[config.mk]
export PLATFORM = sky130hd
export DESIGN_NAME = execution_controller_flat
export DESIGN_NICKNAME = d
export VERILOG_FILES = /design/src/rtl/execution_controller_if.sv /design/src/rtl/execution_controller.sv /design/src/flat_wrapper.sv
export SDC_FILE = /design/constraint.sdc
export NUM_CORES = 1
export LEC_CHECK = 0
export BUFFER_PORTS_ARGS = -buffer_cell sky130_fd_sc_hd__buf_2
export CAP_MARGIN = 20
export CORE_MARGIN = 3
export CORE_UTILIZATION = 49
export CTS_CLUSTER_DIAMETER = 40
export DETAILED_ROUTE_END_ITERATION = 8
export MAX_ROUTING_LAYER = met4
export PLACE_DENSITY = 0.74
export SYNTH_ARGS = -nofsm -noshare
export SYNTH_HDL_FRONTEND = slang
export SYNTH_SLANG_ARGS = --single-unit
export TNS_END_PERCENT = 100
[constraint.sdc]
create_clock -name clock -period 1.6 [get_ports clock]
set_input_delay 0.08 -clock clock [delete_from_list [all_inputs] [get_ports clock]]
set_output_delay 0.08 -clock clock [all_outputs]
set_load 0.02 [all_outputs]
[src/rtl/execution_controller_if.sv]
// Operator/control-unit side of the execution controller: raw buttons, decode
// flags in; commit strobe and status out.
interface execution_controller_if;
  logic        button_step;
  logic        button_confirm;
  logic        run_mode;
  logic        halt;
  logic        input_request;
  logic        cpu_enable;
  logic        input_ready;
  logic        waiting_input;
  logic        halted;
  logic [1:0]  state;
  logic [15:0] step_count;

  modport master (
    output button_step, button_confirm, run_mode, halt, input_request,
    input  cpu_enable, input_ready, waiting_input, halted, state, step_count
  );

  modport slave (
    input  button_step, button_confirm, run_mode, halt, input_request,
    output cpu_enable, input_ready, waiting_input, halted, state, step_count
  );
endinterface

[src/rtl/execution_controller.sv]
// Turns step/confirm buttons and run mode into one-cycle cpu_enable commit
// pulses; stalls on input instructions and freezes on HALT.
module btn_cond #(
  parameter int DEBOUNCE_CYCLES = 16
) (
  input  logic clock,
  input  logic reset,
  input  logic raw,
  output logic press
);
  localparam int CW = $clog2(DEBOUNCE_CYCLES);

  logic [1:0]    sync_pipe;
  logic [CW-1:0] cnt;
  logic          stable, stable_q;

  always_ff @(posedge clock) begin
    if (reset) begin
      sync_pipe <= '0;
      cnt       <= '0;
      stable    <= 1'b0;
      stable_q  <= 1'b0;
    end else begin
      sync_pipe <= {sync_pipe[0], raw};
      stable_q  <= stable;
      // level must differ from the accepted one for DEBOUNCE_CYCLES edges
      if (sync_pipe[1] == stable) begin
        cnt <= '0;
      end else if (cnt == CW'(DEBOUNCE_CYCLES - 1)) begin
        stable <= sync_pipe[1];
        cnt    <= '0;
      end else begin
        cnt <= cnt + 1'b1;
      end
    end
  end

  assign press = stable & ~stable_q;
endmodule

module execution_controller #(
  parameter int DEBOUNCE_CYCLES = 16,
  parameter int RUN_DIVIDE      = 4
) (
  input logic                  clock,
  input logic                  reset,
  execution_controller_if.slave bus
);
  localparam int NUM_BTN = 2;
  localparam int DW      = (RUN_DIVIDE > 1) ? $clog2(RUN_DIVIDE) : 1;

  typedef enum logic [1:0] {
    IDLE       = 2'b00,
    ISSUE      = 2'b01,
    WAIT_INPUT = 2'b10,
    HALTED     = 2'b11
  } state_t;

  logic [NUM_BTN-1:0] raw_btn, press;
  logic               step_press, confirm_press;

  assign raw_btn = {bus.button_confirm, bus.button_step};

  generate
    for (genvar i = 0; i < NUM_BTN; i++) begin : g_btn
      btn_cond #(.DEBOUNCE_CYCLES(DEBOUNCE_CYCLES)) u_btn (
        .clock (clock),
        .reset (reset),
        .raw   (raw_btn[i]),
        .press (press[i])
      );
    end
  endgenerate

  assign step_press    = press[0];
  assign confirm_press = press[1];

  state_t        state_q;
  logic [DW-1:0] div;
  logic [15:0]   step_count_q;
  logic          cpu_enable_q, input_ready_q, waiting_q, halted_q;
  logic          div_done, trigger;

  assign div_done = (div == DW'(RUN_DIVIDE - 1));
  assign trigger  = bus.run_mode ? div_done : step_press;

  always_ff @(posedge clock) begin
    if (reset) begin
      state_q       <= IDLE;
      div           <= '0;
      step_count_q  <= '0;
      cpu_enable_q  <= 1'b0;
      input_ready_q <= 1'b0;
      waiting_q     <= 1'b0;
      halted_q      <= 1'b0;
    end else begin
      cpu_enable_q  <= 1'b0;
      input_ready_q <= 1'b0;

      if (state_q == ISSUE && step_count_q != 16'hFFFF)
        step_count_q <= step_count_q + 16'd1;

      if (state_q == IDLE && bus.run_mode)
        div <= div_done ? '0 : div + 1'b1;
      else
        div <= '0;

      // outputs are registered alongside the state they decode
      case (state_q)
        IDLE: begin
          if (trigger) begin
            if (bus.halt) begin
              state_q  <= HALTED;
              halted_q <= 1'b1;
            end else if (bus.input_request) begin
              state_q   <= WAIT_INPUT;
              waiting_q <= 1'b1;
            end else begin
              state_q      <= ISSUE;
              cpu_enable_q <= 1'b1;
            end
          end
        end
        ISSUE: state_q <= IDLE;
        WAIT_INPUT: begin
          if (confirm_press) begin
            state_q       <= ISSUE;
            cpu_enable_q  <= 1'b1;
            input_ready_q <= 1'b1;
            waiting_q     <= 1'b0;
          end
        end
        HALTED: state_q <= HALTED;
        default: state_q <= IDLE;
      endcase
    end
  end

  assign bus.cpu_enable    = cpu_enable_q;
  assign bus.input_ready   = input_ready_q;
  assign bus.waiting_input = waiting_q;
  assign bus.halted        = halted_q;
  assign bus.state         = state_q;
  assign bus.step_count    = step_count_q;
endmodule

[src/flat_wrapper.sv]
// flat-port wrapper written by rule: the top's interface ports become plain ports
module execution_controller_flat 
#(
  parameter int DEBOUNCE_CYCLES = 16,
  parameter int RUN_DIVIDE      = 4
)
  (clock, reset, bus_button_step, bus_button_confirm, bus_run_mode, bus_halt, bus_input_request, bus_cpu_enable, bus_input_ready, bus_waiting_input, bus_halted, bus_state, bus_step_count);
  execution_controller_if bus_i ();
  input logic clock;
  input logic reset;
  input wire logic [$bits(bus_i.button_step)-1:0] bus_button_step;
  input wire logic [$bits(bus_i.button_confirm)-1:0] bus_button_confirm;
  input wire logic [$bits(bus_i.run_mode)-1:0] bus_run_mode;
  input wire logic [$bits(bus_i.halt)-1:0] bus_halt;
  input wire logic [$bits(bus_i.input_request)-1:0] bus_input_request;
  output wire logic [$bits(bus_i.cpu_enable)-1:0] bus_cpu_enable;
  output wire logic [$bits(bus_i.input_ready)-1:0] bus_input_ready;
  output wire logic [$bits(bus_i.waiting_input)-1:0] bus_waiting_input;
  output wire logic [$bits(bus_i.halted)-1:0] bus_halted;
  output wire logic [$bits(bus_i.state)-1:0] bus_state;
  output wire logic [$bits(bus_i.step_count)-1:0] bus_step_count;
  assign bus_i.button_step = bus_button_step;
  assign bus_i.button_confirm = bus_button_confirm;
  assign bus_i.run_mode = bus_run_mode;
  assign bus_i.halt = bus_halt;
  assign bus_i.input_request = bus_input_request;
  assign bus_cpu_enable = bus_i.cpu_enable;
  assign bus_input_ready = bus_i.input_ready;
  assign bus_waiting_input = bus_i.waiting_input;
  assign bus_halted = bus_i.halted;
  assign bus_state = bus_i.state;
  assign bus_step_count = bus_i.step_count;
  execution_controller #(.DEBOUNCE_CYCLES(DEBOUNCE_CYCLES), .RUN_DIVIDE(RUN_DIVIDE)) u_core (.clock(clock), .reset(reset), .bus(bus_i));
endmodule
Word level (Yosys, flattened, before mapping):

Index checks and enable logic that the tools add are counted.

* bits in registers: 40
* latch bits: 0
* RAM bits: 0
* memory bits (read-only): 0
* input bits: 7
* output and inout bits: 22
* word-level logic and storage cells: 69
* memories kept: 0

* add/sub/neg operators: 4
* multipliers: 0
* divide/modulo/power cells: 0
* order comparisons: 0
* equality and inequality tests: 13
* shift operators: 0
* muxes and demuxes: 16
* bitwise logic cells: 8
* reduce and logical (&&, ||, !) cells: 13

Operators with widths (count)
* 16-bit by 1-bit adder with 16-bit output (second input constant): 1
* 16-bit inequality test (second input constant): 1
* 1-bit 2-to-1 mux: 9
* 3-bit OR reduction: 3
* 4-bit by 1-bit adder with 4-bit output (second input constant): 2
* 4-bit equality test (second input constant): 2
* 2-bit 2-to-1 mux: 4
* 2-bit case mux with 4 select lines: 1
* 2-bit equality test (second input constant): 3
* 1-bit NOT: 6
* 2-bit AND reduction: 3
* 5-bit AND reduction: 1
* 2-bit by 1-bit inequality test with 1-bit output (second input constant): 2
* 2-bit inequality test (second input constant): 2
* 1-bit case mux with 2 select lines: 2
* 3-bit AND reduction: 1
* 2-bit by 1-bit adder with 2-bit output (second input constant): 1
* 1-bit AND: 2
* 1-bit equality test: 2
* 2-bit by 1-bit equality test with 1-bit output (second input constant): 1
* 1-bit logical AND: 2
* 2-bit logical NOT: 1
* 2-bit nonzero test: 1
* 2-bit OR reduction: 1

Depth between registers and ports, before layout:

* depth in word-level cells: 5
* depth in mapped cells: 5
* mapped depth without buffers: 5

By module:

Synthesis repeated with hierarchy kept, for this count alone.

* cell total of the unflattened synthesis: 188
* area, all modules: 1709.1 um^2

By module, submodules not included
* execution_controller: instances 1, cells each 136, area an instance 1151.1 um^2, seq. area each 480.5 um^2
* btn_cond: instances 2, cells each 26, area an instance 279.0 um^2, seq. area each 160.2 um^2

Worst setup path after synthesis:

Ideal clock, no wire load.

* kind: register to register
* from: register u_core.state_q[0] (netlist: u_core.bus.state[0])
* to: register u_core.step_count_q[15] (netlist: u_core.bus.step_count[15])
* setup time: 0.121 ns
* data arrival time: 1.610 ns
* required time: 1.479 ns
* path slack: -0.131 ns
* stages on the path, launching flop included: 6
* buffers on the path: 1
* clock period less this slack: 1.731 ns
* cells stage by stage: dfxtp_1 -> buf_2 -> and4b_1 -> o2111ai_1 -> nor4_1 -> mux2_2

* cells in the longest elaborated chain, start to end: 2

Ends and longest elaborated chain
* start, declared: line execution_controller.sv:78 `state_t state_q;`
* start signal, assigned: line execution_controller.sv:89 `state_q <= IDLE;`
* start signal, assigned: line execution_controller.sv:113 `state_q <= HALTED;`
* start signal, assigned: line execution_controller.sv:116 `state_q <= WAIT_INPUT;`
* 2-bit by 1-bit equality test with 1-bit output: line execution_controller.sv:100 `if (state_q == ISSUE && step_count_q != 16'hFFFF)`
* 1-bit logical AND: line execution_controller.sv:100
* end signal, assigned: line execution_controller.sv:101 `step_count_q <= step_count_q + 16'd1;`
* end, declared: line execution_controller.sv:80 `logic [15:0] step_count_q;`

Every way passes these cells.
A chain may end at the register's enable or synchronous reset.

Worst setup path in the final report:

* from: register u_core.step_count_q[14] (netlist: u_core.bus.step_count[14])
* to: register u_core.step_count_q[5] (netlist: u_core.bus.step_count[5])

* cells in the longest elaborated chain, start to end: 2

Ends and longest elaborated chain (line)
* 16-bit inequality test: execution_controller.sv:100
* 1-bit logical AND: execution_controller.sv:100

Every way passes these cells.

==> impl_metrics.toml <==
[power_and_ir_drop]
ir_worst_vdd_mv = 0.5931
p_int_mw = 1.178
switching_power_mw = 0.3618
p_sw_share_pct = 23.49
p_comb_share_pct = 3.5
leakagePower_nw = 0.9601
total_power_mw = 1.540
power_density_nw_per_um2 = 675.6
clockPowerShare_pct = 31.6
pwr-share-seq_pct = 64.9

[clock_network]
clock_sinks = 40
clkSlewWorstSetupHoldPaths_ns = 0.12
cts_made_buffers = 5
clock_latency_ns = 0.35
clock_path_buffers = 2
htreeDepth = 2
cts-root-buf = "clkbuf_4"
cts_tree = "yes"

[grt]
grt_pass1_wl_um = 6727
grt_overflow_total = 0
grt_max_degree = 38
grt_pass1_vias = 1455
grt_use_total_pct = 20.99
antenna_found_initial = 0

[logic_synthesis]
syn_area_um2 = 1753
async_reset_ff_share_pct = 0
yosysTopAreaCell = "dfxtp_1"
synth_top_area_share_pct = 45.68
synth_area_per_cell_um2 = 9.631
syn-num-nets = 193
synthTopCellsByArea = "dfxtp_1 (46%), nor2_1 (4.5%), nor2b_1 (3.6%)"
ys.flop_type = "dfxtp_1"
synth_edf_count = 0
synth_cells = 182
ys_seq_elements = 40
yosysWarnings = 0
synth.distinct_cells = 47
seq_area_frac_synth_pct = 45.68

[final_layout]
final_cell_mix = "buf_2 (28), dfxtp_1 (25), nor2_1 (21)"
layout_commonest_cell = "buf_2"
antenna_cells = 0
synthToLayoutAreaGrowth_pct = 30.05
drive_above_1_share_pct = 38.20
fin_util_pct = 67.26
fin_nets = 244
stdcell_count = 279

[worst_setup_path]
end_kind = "flop"
crit_fanout = 6
cp.required_ns = 1.87
path_class = "flop to flop"
worstPathArrival_ns = 1.85
critPathLaunchType = "flop"

[floorplanning]
die_h_um = 65.81
core_um2 = 3390
fp-row-count = 21
ios = 29
start_util_pct = 51.72
dieArea_um2 = 4331
die_x_um = 65.81

[sta]
fin_crit_ns = 1.583
fin_skew_ns = 0.01493
setup_viol = 0
fin_tns_setup_ns = 0
drv_slew = 0
hold_viol = 0
min_period_over_period_pct = 98.92
rsz0062_at_grt = "true"
max_slew_margin_pct = 55.73
tightest_slew_ns = 0.6641
layout_setup_ws_ns = 0.01729
max_freq_ghz = 0.6318

[place]
globalplace.congestion = 0.8005
place_ws_ns = -0.1041
dp.cells = 261
dpl.hpwl_um = 2862
io_buffers = 28

[drt]
vias = 1532
wire_per_inst_um = 14.77
drc = 0
first_pass_iters = 4
ant_nets = 0
routed_wl_um = 4122
via_per_inst = 5.491
drt_iter0_drc = 58

[status]
status = "finished, final reports clean"

[flow_run]
drv_cap = 0

[min_path]
hold_class = "input pin to flop"
## power groups by stage
stage                     Sequential [mW]  Clock [mW]  Combinational, mW
after floorplan                      1.03           0             0.0306
after detailed placement             1.03           0             0.0471
after CTS                            1.01       0.498             0.0514
after global routing                 1.00       0.545             0.0606
after global placement               1.03           0             0.0440
final                               0.999       0.487             0.0538
## worst max-delay path, stage by stage, from the launching register on
cell,delay (ns)
dfxtp_1,0.36
nand4_1,0.23
buf_4,0.22
nor4_4,0.24
buf_4,0.21
o21ai_0,0.10
a21oi_1,0.16
## synthesized netlist by cell type (all sizes together) (2+ instances only)
| cell | n |
|---|---|
| dfxtp | 40 |
| nor2 | 21 |
| a21oi | 10 |
| nor2b | 10 |
| nand3 | 7 |
| nor3 | 7 |
| or3 | 7 |
| nand2 | 6 |
| inv | 5 |
| nand4 | 5 |
| o21ai | 5 |
| ha | 4 |
| mux2 | 4 |
| nor4 | 4 |
| xnor2 | 4 |
| and3 | 3 |
| buf | 3 |
| mux2i | 3 |
| nand2b | 3 |
| nand3b | 3 |
| a31oi | 2 |
| and4b | 2 |
| clkbuf | 2 |
| nor3b | 2 |
| o21a | 2 |
| o21bai | 2 |
| o31ai | 2 |
| or4 | 2 |
| xor2 | 2 |
## per-stage QoR
step,instance area [um2],hold slack [ns]
3_3_place_gp,2021,0.2942
4_1_cts,2160,0.007079
3_5_place_dp,2021,0.2972
2_1_floorplan,1768,0.2082
5_1_grt,2280,0.01879
6_report,2280,0.04051
## final timing paths
check	cells after the start	from	slack, ns	end
min reg2reg	1	u_core.div[0]	0.45	u_core.div[0]
min	3	bus_halt	0.04	u_core.bus.halted
max	6	u_core.bus.step_count[14]	0.02	u_core.bus.step_count[5]
max reg2reg	6	u_core.bus.step_count[14]	0.02	u_core.bus.step_count[5]
## final cells by class
cell class	count	area, um2
fillers	273	1110
multi-input cells	132	1010
flip-flops and latches	40	834.6
repair buffers	49	309.0
well taps	46	57.56
clock buffers	5	37.54
inverters	5	18.77
clock inverters	2	12.51
## routing by layer
| layer | part of all wire (%) | global-route usage, % |
|---|---|---|
| met1 | 41 | 24.52 |
| met2 | 54 | 35.17 |
| met3 | 4.4 | 5.782 |
| met4 | 0.92 | 6.218 |
| met5 | 0 | - |
## kinds of logic (layout without fill, tap and decap cells)
family | after synthesis | in the layout | share of synthesized area (%)
AOI/OAI and AO/OA | 29 | 29 | 10.63
muxes | 7 | 7 | 4.283
DFF | 40 | 40 | 45.68
and+or+nand+nor | 86 | 86 | 31.33
xor gates and xnor gates | 6 | 6 | 2.998
adders and majority gates | 4 | 4 | 2.855
buffers and inverters | 10 | 61 | 2.213
## state kept, by name, indices dropped and copies added (netlist names)
register	count
u_core.g_btn.u_btn.stable	2
u_core.div	2
u_core.bus.waiting_input	1
u_core.bus.step_count	16
u_core.bus.cpu_enable	1
u_core.bus.halted	1
u_core.g_btn.u_btn.sync_pipe	4
u_core.bus.input_ready	1
u_core.bus.state	2
u_core.g_btn.u_btn.cnt	8
u_core.g_btn.u_btn.stable_q	2
## repair_timing
| action | in CTS | in global routing |
|---|---|---|
| pin swaps | 4 | 5 |
| gates cloned | 0 | 0 |
| endpoints found under the setup margin | 4 | 12 |
| hold buffers | 2 | 1 |
| resized for setup | 7 | 19 |
| hold endpoints to repair | 2 | 1 |
| setup buffers | 5 | 3 |
Power figures use the tool's default switching activity.
